==> src/rtl/fifo_param.sv <==
`default_nettype none
// ============================================================================
// Module   : fifo_param
// Purpose  : Single-clock parametrised FIFO with count, almost flags and
//            optional sticky Overflow/Underflow (compiled when FIFO_ERR_EN set)
// Revision : 1.0
// ============================================================================
module fifo_param #(
   parameter int WIDTH    = 8,
   parameter int DEPTH    = 32,
   parameter int AF_LEVEL = DEPTH - 4,
   parameter int AE_LEVEL = 4,
   localparam int AW      = $clog2(DEPTH)
) (
   input  logic             CLK,
   input  logic             Reset_n,
   input  logic [WIDTH-1:0] Input,
   input  logic             Write,
   input  logic             Read,
   input  logic             Err_Clear,
   output logic [WIDTH-1:0] Output,
   output logic             Valid,
   output logic             Empty,
   output logic             Full,
   output logic             Almost_Empty,
   output logic             Almost_Full,
   output logic [AW:0]      Count,
   output logic             Overflow,
   output logic             Underflow
);

   localparam logic [AW:0] PTR_ONE = (AW+1)'(1);
   localparam logic [AW:0] AF_THR  = (AW+1)'(AF_LEVEL);
   localparam logic [AW:0] AE_THR  = (AW+1)'(AE_LEVEL);

   logic [WIDTH-1:0] mem_q [DEPTH];
   logic [AW:0]      wptr_q, wptr_d;
   logic [AW:0]      rptr_q, rptr_d;
   logic [AW:0]      count_q, count_d;
   logic [WIDTH-1:0] out_q, out_d;
   logic             valid_q, valid_d;
   logic             rd_ok, wr_ok;

   // Full: same index with opposite wrap bits
   assign Empty        = (wptr_q == rptr_q);
   assign Full         = (wptr_q[AW-1:0] == rptr_q[AW-1:0]) && (wptr_q[AW] != rptr_q[AW]);
   assign Almost_Empty = (count_q <= AE_THR);
   assign Almost_Full  = (count_q >= AF_THR);
   assign Count        = count_q;
   assign Output       = out_q;
   assign Valid        = valid_q;

   always_comb begin
      rd_ok   = Read & ~Empty;
      wr_ok   = Write & (~Full | rd_ok);
      wptr_d  = wr_ok ? (wptr_q + PTR_ONE) : wptr_q;
      rptr_d  = rd_ok ? (rptr_q + PTR_ONE) : rptr_q;
      out_d   = rd_ok ? mem_q[rptr_q[AW-1:0]] : out_q;
      valid_d = rd_ok;
      case ({wr_ok, rd_ok})
         2'b10:   count_d = count_q + PTR_ONE;
         2'b01:   count_d = count_q - PTR_ONE;
         default: count_d = count_q;
      endcase
   end

   always_ff @(posedge CLK or negedge Reset_n) begin
      if (!Reset_n) begin
         wptr_q  <= '0;
         rptr_q  <= '0;
         count_q <= '0;
         out_q   <= '0;
         valid_q <= 1'b0;
      end else begin
         wptr_q  <= wptr_d;
         rptr_q  <= rptr_d;
         count_q <= count_d;
         out_q   <= out_d;
         valid_q <= valid_d;
      end
   end

   // Storage is deliberately left out of reset
   always_ff @(posedge CLK) begin
      if (wr_ok) begin
         mem_q[wptr_q[AW-1:0]] <= Input;
      end
   end

`ifdef FIFO_ERR_EN
   logic ovf_q, ovf_d;
   logic unf_q, unf_d;

   always_comb begin
      ovf_d = ovf_q | (Write & ~wr_ok);
      unf_d = unf_q | (Read & Empty);
      if (Err_Clear) begin
         ovf_d = 1'b0;
         unf_d = 1'b0;
      end
   end

   always_ff @(posedge CLK or negedge Reset_n) begin
      if (!Reset_n) begin
         ovf_q <= 1'b0;
         unf_q <= 1'b0;
      end else begin
         ovf_q <= ovf_d;
         unf_q <= unf_d;
      end
   end

   assign Overflow  = ovf_q;
   assign Underflow = unf_q;
`else
   logic unused_err_clear;
   assign unused_err_clear = Err_Clear;
   assign Overflow         = 1'b0;
   assign Underflow        = 1'b0;
`endif

endmodule
`default_nettype wire

==> config.mk <==
export PLATFORM = sky130hd
export DESIGN_NAME = fifo_param
export DESIGN_NICKNAME = d
export VERILOG_FILES = /design/src/rtl/fifo_param.sv
export SDC_FILE = /design/constraint.sdc
export NUM_CORES = 1
export LEC_CHECK = 0
export ABC_AREA = 1
export BUFFER_PORTS_ARGS = -buffer_cell sky130_fd_sc_hd__buf_2
export CORE_MARGIN = 2
export CORE_UTILIZATION = 35
export CTS_CLUSTER_DIAMETER = 200
export DETAILED_ROUTE_END_ITERATION = 10
export SYNTH_ARGS = -nofsm -noshare
export SYNTH_HDL_FRONTEND = slang
export SYNTH_SLANG_ARGS = --single-unit
export TNS_END_PERCENT = 10
==> constraint.sdc <==
create_clock -name CLK -period 2.4 [get_ports CLK]
set_input_delay 0.36 -clock CLK [delete_from_list [all_inputs] [get_ports CLK]]
set_output_delay 0.36 -clock CLK [all_outputs]
set_load 0.1 [all_outputs]
==> run metrics, run 1 <==
outcome finished, final reports clean; critical path peak fanout 8; slowest stage cell on the critical path nor2_1; Internal 10.0 mW; clock-pin transition on the worst setup and hold timing paths 0.06 ns; static leakage 4.76 nW; Routed wire per std cell between 15 and 20 um; antenna viol nets, final 0; fin util roughly 40%; Core Footprint 0.0334 mm^2; Clk network pwr share 24.8%; Yosys cell types 37; first-pass GRT wire length 42100 um; critical path launch point type flop; WP buf/inv 2; Area after DPL about 0.013 mm^2; drt drc 0; critical path arrival between 2 and 3 ns; cell taking the most area after synthesis edfxtp_1; Final Skew 0.0205 ns; synth top area cells edfxtp_1, dfrtp_1, nor2_1; post-route cell area between 0.01 and 0.015 mm^2; total number of H-tree levels 1; Min-Delay Path Depth 4; unrepaired setup endpoints after global routing yes; Initial DRC Count approximately 870; drt total wl around 27000 um; worst hold path type in2reg; Die Width 188 um; Yosys Warn Count 0; total gr overflow 0; initial antenna violation count 0; most numerous cell in the Yosys netlist edfxtp_1; num ports 34; Tcrit/Tclk final 97.8%; sequential share of power 36.2%; Logic pwr share around two fifths; starting density of the core 35.4%; Post-Syn Instances 1005; Max-slew headroom ~43%; Ant. Diodes 0; Die Span Y ~190 um; VDD IR max 1.23 mV; Critical Path End Type flop; Hold Fails Final Rpt 0; Mean Syn Cell Area 11.8 um^2; total net switching power between 6 and 7 mW; Nets around 1100; synthesis-to-layout area growth 14.3%; Seq/Total Area, Yosys between 70% and 80%; CTS max path bufs 3; shortest period the worst path allows about 2.3 ns; Least-Margin Pin Slew 0.845 ns; fraction of layout instances using a drive strength above 1 14.1%; delay of the slowest critical-path stage 0.69 ns; dpl hpwl 15800 um; share of Yosys cell area claimed by the top area cell type 64.9%; CTS Buf Count 30; Worst-Skew Late Latency 0.56 ns; global-route total usage across every layer ~15%; CP delay by family, top simple AND/OR/NAND/NOR gates; # rows 67; max_cap viols 0; PortBufs 30; PwrDens 1260 mW/mm^2; Crit Path Class reg2reg; die area 0.0353 mm^2; TritonRoute pass-1 iters 9; top cells by count, synth edfxtp_1, nor2_1, nand2_1; CTS root buffer clkbuf_16; CTS tree yes; Clock Sinks 283; #FFs+latches synth 283; Sw Share between 40% and 50%; Required @ worst endpoint 2.57 ns; pin count of the biggest net entering global routing between 100 and 150; overall power 17.0 mW; Post-synth EDFFs 256; vias in the first global route approximately 7300; vias 7495; ys flop type edfxtp_1; Worst path depth 9; vias per cell 4.95; final setup fails 0; Mapped Area around 0.012 mm^2; GP Congestion 0.820; Reg2Reg Depth 9; ys async rst share 9.54%; Max Clk Rate between 0.4 and 0.5 GHz; CP Cell Sequence inv_2, nand2_1, nand2_1, nor2_1, nand4_1, nand2_2, inv_2, nand2_2, nor2_1; setup total negative slack 0 ns; fin. max-slew vios 0
through the flow:
step / hold slack (ns) / cells / setup slack (ns)
after floorplan: 0.0644 / 1006 / 0.0373
after global placement: 0.420 / 1458 / 0.0687
after detailed placement: 0.410 / 1458 / -0.00622
after CTS: 0.208 / 1512 / 0.00395
after global routing: 0.237 / 1513 / -0.147
final: 0.229 / 1513 / 0.0538
flip-flops by register name, indices dropped and copies added (netlist names):
register,flops
Count,6
Valid,1
rptr_q,6
mem_q,256
wptr_q,6
Output,8
worst paths after layout:
path / slack (ns) / end / startpoint
setup reg to reg: 0.05 / mem_q[29][4] / rptr_q[4]
max in group asynchronous: 1.53 / rptr_q[0] / Reset_n
hold reg to reg: 0.47 / Output[5] / Output[5]
min in group asynchronous: 0.38 / Count[4] / Reset_n
hold / removal: 0.23 / wptr_q[0] / Write
setup / recovery: 0.05 / mem_q[29][4] / rptr_q[4]
metal layers:
metal / GRT usage (%) / routed length (um)
met5: 0 / 0
met4: 4.60 / 738
met3: 2.13 / 1510
met2: 23.5 / 11900
met1: 22.6 / 12800
logic make-up after synthesis:
kind of cell               count (synthesis)  share of synthesized area [%]
buffers and inverters                     98                           3.68
adders and majority gates                 10                           1.12
other                                      1                         0.0317
and+or+nand+nor                          401                           14.2
DFF                                      283                           70.6
xor gates and xnor gates                  13                           1.02
AOI/OAI and AO/OA                        199                           9.32
area by class of cell:
type	instances	area [um^2]
Sequential cell	283	8370
Clock buffer	43	800
Timing Repair Buffer	62	439
Fill cell	3096	19900
Clock inverter	10	86.3
Inverter	42	160
Multi-Input combinational cell	625	3120
Tap cell	448	561
layout by cell type, fill, tap and decap left out, types with 2 or more instances in the layout:
master      instances
nor2_1            156
nand3_1            58
a21oi_1            17
o21ai_0            95
inv_2               7
conb_1              2
dfrtp_2             4
o211ai_1           33
nand4_1             4
nand2_2             9
o21ai_1            35
clkinv_1            4
nor2_2             23
nand2_1           132
ha_1                8
buf_2              28
or2_0               4
buf_4              29
clkinvlp_4          2
xor2_1             12
edfxtp_1          256
or2_1               6
o22ai_1            18
clkbuf_16          30
nor2_4              2
clkinv_2            2
inv_1              34
dfrtp_1            22
clkbuf_1           13
buf_12              3
power by group through the flow:
| stage | clock (mW) | sequential (mW) | combinational, mW |
|---|---|---|---|
| finish | 4.21 | 6.17 | 6.64 |
| global route | 4.47 | 6.22 | 7.31 |
| CTS | 4.29 | 6.17 | 6.60 |
| detailed placement | 0 | 6.27 | 6.58 |
| global placement | 0 | 6.25 | 6.53 |
| floorplan | 0 | 7.04 | 3.92 |
worst register-to-register path: cells and delay by family, from the launching register on:
kind          cells  cell delay (ns)
simple gates      7             1.35
flops             1             0.41
buf+inv           2             0.19
what timing repair did:
action / in CTS / in global routing
setup buffers: 0 / 1
setup endpoints to repair: 0 / 240
hold buffers: 1 / 0
endpoints found under the hold margin: 27 / 0
resized for setup: 0 / 24
Power figures use the tool's default switching activity.
==> run 2: changes to the inputs <==
--- a/config.mk
+++ b/config.mk
@@ -8,9 +8,11 @@
 export ABC_AREA = 1
 export BUFFER_PORTS_ARGS = -buffer_cell sky130_fd_sc_hd__buf_2
 export CORE_MARGIN = 2
-export CORE_UTILIZATION = 35
+export CORE_UTILIZATION = 55
 export CTS_CLUSTER_DIAMETER = 200
 export DETAILED_ROUTE_END_ITERATION = 10
+export GPL_ROUTABILITY_DRIVEN = 0
+export PLACE_DENSITY = 0.72
 export SYNTH_ARGS = -nofsm -noshare
 export SYNTH_HDL_FRONTEND = slang
 export SYNTH_SLANG_ARGS = --single-unit
==> run 2 against run 1 <==
Effect of this change:
- clock power shrank 5.9%
- sequential cell count is the same
- first-iteration DRC count shrank 13%
- core utilization grew 22 points
- die area shrank 36%
- clock skew shrank 0.010 ns
- critical endpoint is now mem_q[28][5]
- largest power group unchanged
- highest routed layer unchanged
==> run metrics, run 2 (same netlist as run 1, synthesis figures left out) <==
first-pass GRT wire length 39700 um (was 42100 um); post-CTS setup buffers 0 (unchanged); antenna viol nets, final 0 (unchanged); vias per cell 5.78 (was 4.95); Routed wire per std cell 19.3 um (was 17.8 um); CTS max path bufs 3 (unchanged); CTS tree yes (unchanged); critical path arrival 2.50 ns (was 2.52 ns); Ant. Diodes 0 (unchanged); TritonRoute pass-1 iters 5 (was 9); global-route total usage across every layer 23.1% (was 15.3%); Min-Delay Path Depth 4 (unchanged); fraction of layout instances using a drive strength above 1 11.9% (was 14.1%); Core Footprint 0.0211 mm^2 (was 0.0334 mm^2); max_cap viols 0 (unchanged); Hold Fails Final Rpt 0 (unchanged); CTS root buffer clkbuf_16 (unchanged); delay of the slowest critical-path stage 0.64 ns (was 0.69 ns); Initial DRC Count 753 (was 866); Hold Path Origin Write (unchanged); dpl hpwl 14900 um (was 15800 um); total number of H-tree levels 1 (unchanged); total gr overflow 0 (unchanged); Nets 1059 (was 1067); outcome finished, final reports clean (unchanged); reg2reg end mem_q[28][5] (was mem_q[29][4]); PortBufs 30 (unchanged); slowest stage cell on the critical path nor2_1 (unchanged); synthesis-to-layout area growth 11.3% (was 14.3%); Max Clk Rate 0.426 GHz (about the same); fin util 62.5% (was 40.5%); CP delay by family, top simple AND/OR/NAND/NOR gates (unchanged); Least-Margin Pin Slew 1.17 ns (was 0.845 ns); CTS Buf Count 27 (was 30); hold endpoint wptr_q[0] (unchanged); Worst R2R Setup Slack 0.05 ns (about the same); initial antenna violation count 0 (unchanged); die area 0.0227 mm^2 (was 0.0353 mm^2); Final Skew 0.0100 ns (was 0.0205 ns); worst r2r src wptr_q[4] (was rptr_q[4]); drt total wl 25700 um (was 27000 um); Filler cells 1583 (was 3096); commonest non-fill, non-tap cell in the layout edfxtp_1 (unchanged); Die Width 151 um (was 188 um); setup ws final 0.0540 ns (was 0.0538 ns); # rows 53 (was 67); starting density of the core 56.2% (was 35.4%); fin. max-slew vios 0 (unchanged); vias 7676 (was 7495); shortest period the worst path allows 2.35 ns (about the same); WP buf/inv 2 (unchanged); Critical Path End Type flop (unchanged); Worst-Skew Late Latency 0.53 ns (was 0.56 ns); final setup fails 0 (unchanged); commonest cells after routing, fill and taps aside edfxtp_1, nor2_1, nand2_1, o21ai_0, nand3_1 (unchanged); Largest register FFs 256 (unchanged); VDD IR max 0.797 mV (was 1.23 mV); PwrDens 1260 mW/mm^2 (about the same); vias in the first global route 7252 (was 7327); Critical Path Start wptr_q[4] (was rptr_q[4]); Max-slew headroom 21.8% (was 43.4%); num ports 34 (unchanged); Clock Sinks 283 (unchanged); critical path peak fanout 8 (unchanged); static leakage 4.71 nW (was 4.76 nW); Crit Path Class reg2reg (unchanged); unrepaired setup endpoints after global routing yes (unchanged); Reg2Reg Depth 9 (unchanged); drt drc 0 (unchanged); Tcrit/Tclk final 97.7% (was 97.8%); Required @ worst endpoint 2.55 ns (was 2.57 ns); clock-pin transition on the worst setup and hold timing paths 0.06 ns (about the same); Die Span Y 151 um (was 188 um); overall power 16.7 mW (was 17.0 mW); pin count of the biggest net entering global routing 123 (was 117); CP Cell Sequence inv_2, nand2_1, nand2_1, nor2_1, nand4_1, nand2_2, inv_2, nand2_2, nor2_1 (unchanged); post-place setup slack 0.0154 ns (was -0.00622 ns); critical path launch point type flop (unchanged); worst hold path type in2reg (unchanged)
[run 2: cell types whose count changed in the layout (fill, tap and decap cells not counted), moves of 2 or more]
| cell | previous run | this run |
|---|---|---|
| nor2_1 | 156 | 173 |
| nor2_2 | 23 | 6 |
| clkbuf_1 | 13 | 6 |
| buf_4 | 29 | 24 |
| clkinv_1 | 4 | 9 |
| clkbuf_16 | 30 | 27 |
| clkinvlp_4 | 2 | 0 |
[run 2: power by group]
group	internal (mW)	leakage, nW	total [mW]	switching (mW)
sequential	5.88	2.63	6.17	0.290
combinational	1.75	1.69	6.55	4.80
clock	2.26	0.394	3.96	1.70
[run 2: worst reg2reg max path, cell delays in order (launching register included)]
cell	delay [ns]
dfrtp_1	0.44
inv_2	0.08
nand2_1	0.04
nand2_1	0.11
nor2_1	0.08
nand4_1	0.12
nand2_2	0.07
inv_2	0.14
nand2_2	0.23
nor2_1	0.64
[run 2: routing by layer]
layer | GRT usage [%] | up-vias | part of all wire (%)
li1 | - | 3602 | -
met1 | 33.9 | 3741 | 43
met2 | 36.0 | 280 | 47
met3 | 3.06 | 53 | 7.1
met4 | 7.94 | 0 | 2.7
met5 | 0 | - | 0
[run 2: how the worst max path moves through the flow]
| stage | to | slack, ns | cells after the start |
|---|---|---|---|
| after floorplan | Almost_Empty | 0.04 | 1 |
| after global placement | mem_q[0][1] | 0.10 | 9 |
| after global routing | mem_q[13][5] | -0.1 | 9 |
| after CTS | mem_q[28][5] | 0.04 | 9 |
| after detailed placement | mem_q[0][4] | 0.02 | 9 |
| final | mem_q[28][5] | 0.05 | 9 |
[run 2: through the flow]
stage | instance area [um^2] | hold slack (ns) | std cells | TNS, ns
after floorplan | 11900 | 0.0644 | 1006 | 0
after global placement | 12300 | 0.403 | 1281 | 0
after detailed placement | 12300 | 0.415 | 1281 | 0
after CTS | 13200 | 0.230 | 1329 | 0
after global routing | 13200 | 0.250 | 1329 | -7.53
final | 13200 | 0.243 | 1329 | 0
[run 2: what timing repair did]
| action | CTS | global route |
|---|---|---|
| hold buffers | 1 | 0 |
| resized for setup | 1 | 6 |
| hold endpoints to repair | 27 | 0 |
| setup endpoints to repair | 2 | 185 |
[run 2: cell type report]
cell class	instances	area [um^2]	share of cell area (%)
inverters	42	160	1.21
multi-input cells	625	3090	23.4
clock buffers	33	698	5.30
well taps	275	344	2.61
clock inverters	14	109	0.826
repair buffers	57	410	3.11
flip-flops and latches	283	8370	63.5
==> run 3: changes to the inputs <==
==> constraint.sdc (replaced) <==
create_clock -name CLK -period 2.3 [get_ports CLK]
set_input_delay 0.345 -clock CLK [delete_from_list [all_inputs] [get_ports CLK]]
set_output_delay 0.345 -clock CLK [all_outputs]
set_load 0.1 [all_outputs]
==> run 3 against run 2 <==
Effect of this change:
- setup slack better by 0.0096 ns
- total power is 4.9% higher
- clock power is 5.6% higher
- critical path depth is 6 higher
- hold slack worse by 0.083 ns
- count of clock-buffer cells in the layout is 8 higher
- fmax is 4.9% higher
- largest cell class unchanged
- largest power group unchanged
- design area is 1.6% higher
==> run metrics, run 3 (same netlist as run 1, synthesis figures left out) <==
hold endpoint wptr_q[0] (unchanged); worst r2r src rptr_q[0] (was wptr_q[4]); total number of H-tree levels 1 (unchanged); reg2reg end Count[5] (was mem_q[28][5]); starting density of the core 56.2% (unchanged); final setup fails 0 (unchanged); max_cap viols 0 (unchanged); fraction of layout instances using a drive strength above 1 13.9% (was 11.9%); Initial DRC Count 625 (was 753); shortest period the worst path allows 2.24 ns (was 2.35 ns); drt total wl 26000 um (was 25700 um); Reg2Reg Depth 15 (was 9); Max-slew headroom 50.3% (was 21.8%); critical path arrival 2.66 ns (was 2.50 ns); Hold WS 0.161 ns (was 0.243 ns); CP delay by family, top simple AND/OR/NAND/NOR gates (unchanged); clock-pin transition on the worst setup and hold timing paths 0.06 ns (about the same); Ant. Diodes 0 (unchanged); slowest stage cell on the critical path dfrtp_4 (was nor2_1); overall power 17.5 mW (was 16.7 mW); Core Footprint 0.0211 mm^2 (unchanged); Critical Path Start rptr_q[0] (was wptr_q[4]); Least-Margin Pin Slew 0.745 ns (was 1.17 ns); Largest register FFs 256 (unchanged); critical path launch point type flop (unchanged); delay of the slowest critical-path stage 0.51 ns (was 0.64 ns); Hold Fails Final Rpt 0 (unchanged); unrepaired setup endpoints after global routing yes (unchanged); PortBufs 30 (unchanged); Die Span Y 151 um (unchanged); VDD IR max 0.802 mV (was 0.797 mV); Worst-Skew Late Latency 0.53 ns (about the same); pin count of the biggest net entering global routing 117 (was 123); worst hold path type in2reg (unchanged); CTS root buffer clkbuf_16 (unchanged); global-route total usage across every layer 23.5% (was 23.1%); # rows 53 (unchanged); Crit Path Class reg2reg (unchanged); first-pass GRT wire length 40200 um (was 39700 um); PwrDens 1310 mW/mm^2 (was 1260 mW/mm^2); vias 7758 (was 7676); Hold Path Origin Write (unchanged); Routed wire per std cell 19.1 um (was 19.3 um); drt drc 0 (unchanged); Worst R2R Setup Slack 0.06 ns (was 0.05 ns); num ports 34 (unchanged); commonest cells after routing, fill and taps aside edfxtp_1, nor2_1, nand2_1, o21ai_0, nand3_1 (unchanged); crit-path most repeated cell nand2_1; outcome finished, final reports clean (unchanged); Critical Path End Type flop (unchanged); Min-Delay Path Depth 3 (was 4); vias in the first global route 7235 (was 7252); vias per cell 5.71 (was 5.78); CTS Buf Count 28 (was 27); CP Cell Sequence nand2_1, nand2_1, nor2_2, nand4_2, nand3_2, inv_2, ha_1, a21oi_1, o211ai_1, nand3_1, nand2_1, nand2_1, nand2_1, nand2_1, inv_1 (was inv_2, nand2_1, nand2_1, nor2_1, nand4_1, nand2_2, inv_2, nand2_2, nor2_1); CTS tree yes (unchanged); commonest non-fill, non-tap cell in the layout edfxtp_1 (unchanged); initial antenna violation count 0 (unchanged); static leakage 4.87 nW (was 4.71 nW); post-CTS setup buffers 0 (unchanged); WP buf/inv 2 (unchanged); Final Skew 0.00978 ns (was 0.0100 ns); critical path peak fanout 5 (was 8); Nets 1088 (was 1059); die area 0.0227 mm^2 (unchanged); dpl hpwl 15200 um (was 14900 um); Die Width 151 um (unchanged); Max Clk Rate 0.447 GHz (was 0.426 GHz); TritonRoute pass-1 iters 5 (unchanged); Tcrit/Tclk final 97.2% (was 97.7%); synthesis-to-layout area growth 13.1% (was 11.3%); total gr overflow 0 (unchanged); Clock Sinks 283 (unchanged); CTS max path bufs 3 (unchanged); fin. max-slew vios 0 (unchanged); Required @ worst endpoint 2.72 ns (was 2.55 ns); antenna viol nets, final 0 (unchanged)
-- run 3: cell types whose count changed in the layout (fill, tap and decap cells not counted), moves of 2 or more --
| cell | before | now |
|---|---|---|
| nor2_2 | 6 | 2 |
| clkbuf_1 | 6 | 12 |
| dfrtp_1 | 22 | 20 |
| buf_4 | 24 | 52 |
| dfrtp_2 | 4 | 6 |
| clkinv_1 | 9 | 4 |
| clkbuf_16 | 27 | 29 |
| nor2_1 | 173 | 177 |
-- run 3: worst max-delay path by stage --
stage / end / cells after the start
floorplan: Almost_Empty / 2
global placement: Count[5] / 16
detailed placement: Count[5] / 16
CTS: Count[5] / 16
global route: Count[5] / 16
finish: Count[5] / 15
-- run 3: area by class of cell --
class	instances	area, um^2
sequential	283	8370
multi-input combinational	625	3070
fill	1629	7690
clock buffer	41	771
timing repair buffer	85	621
inverter	42	160
tap	275	344
clock inverter	8	60.1
-- run 3: power by group --
group | switching (mW) | leakage, nW | internal (mW)
Combinational | 5.00 | 1.85 | 1.87
Sequential | 0.299 | 2.62 | 6.13
Clock | 1.77 | 0.404 | 2.41
-- run 3: per-stage QoR --
stage / cells / worst slack [ns] / setup TNS, ns / util, % / area [um^2]
2_1_floorplan: 1006 / 0.00308 / 0 / - / 11900
3_3_place_gp: 1309 / 0.107 / 0 / 59.5 / 12600
3_5_place_dp: 1309 / 0.0390 / 0 / 59.5 / 12600
4_1_cts: 1359 / 0.0228 / 0 / 63.5 / 13400
5_1_grt: 1359 / -0.0755 / -0.0755 / 63.5 / 13400
6_report: 1359 / 0.0636 / 0 / 63.5 / 13400
-- run 3: timing repair --
| item | 4_1_cts | 5_1_grt |
|---|---|---|
| gates resized for setup | 0 | 2 |
| hold endpoints to repair | 27 | 0 |
| hold buffers | 1 | 0 |
| setup endpoints to repair | 0 | 10 |
-- run 3: metal layers --
metal  wire [um]  track usage [%]  up-vias
met1       11300             34.3     3777
met3        1900             3.24       42
met5           0                0        -
met2       12300             37.5      275
li1            -                -     3664
met4         556             6.40        0
-- run 3: worst min-delay path, delay by kind of cell --
family	cells	cell delay, ns
XOR/XNOR	1	0.07
buffers and inverters	1	0.12
AND/OR/NAND/NOR	1	0.11
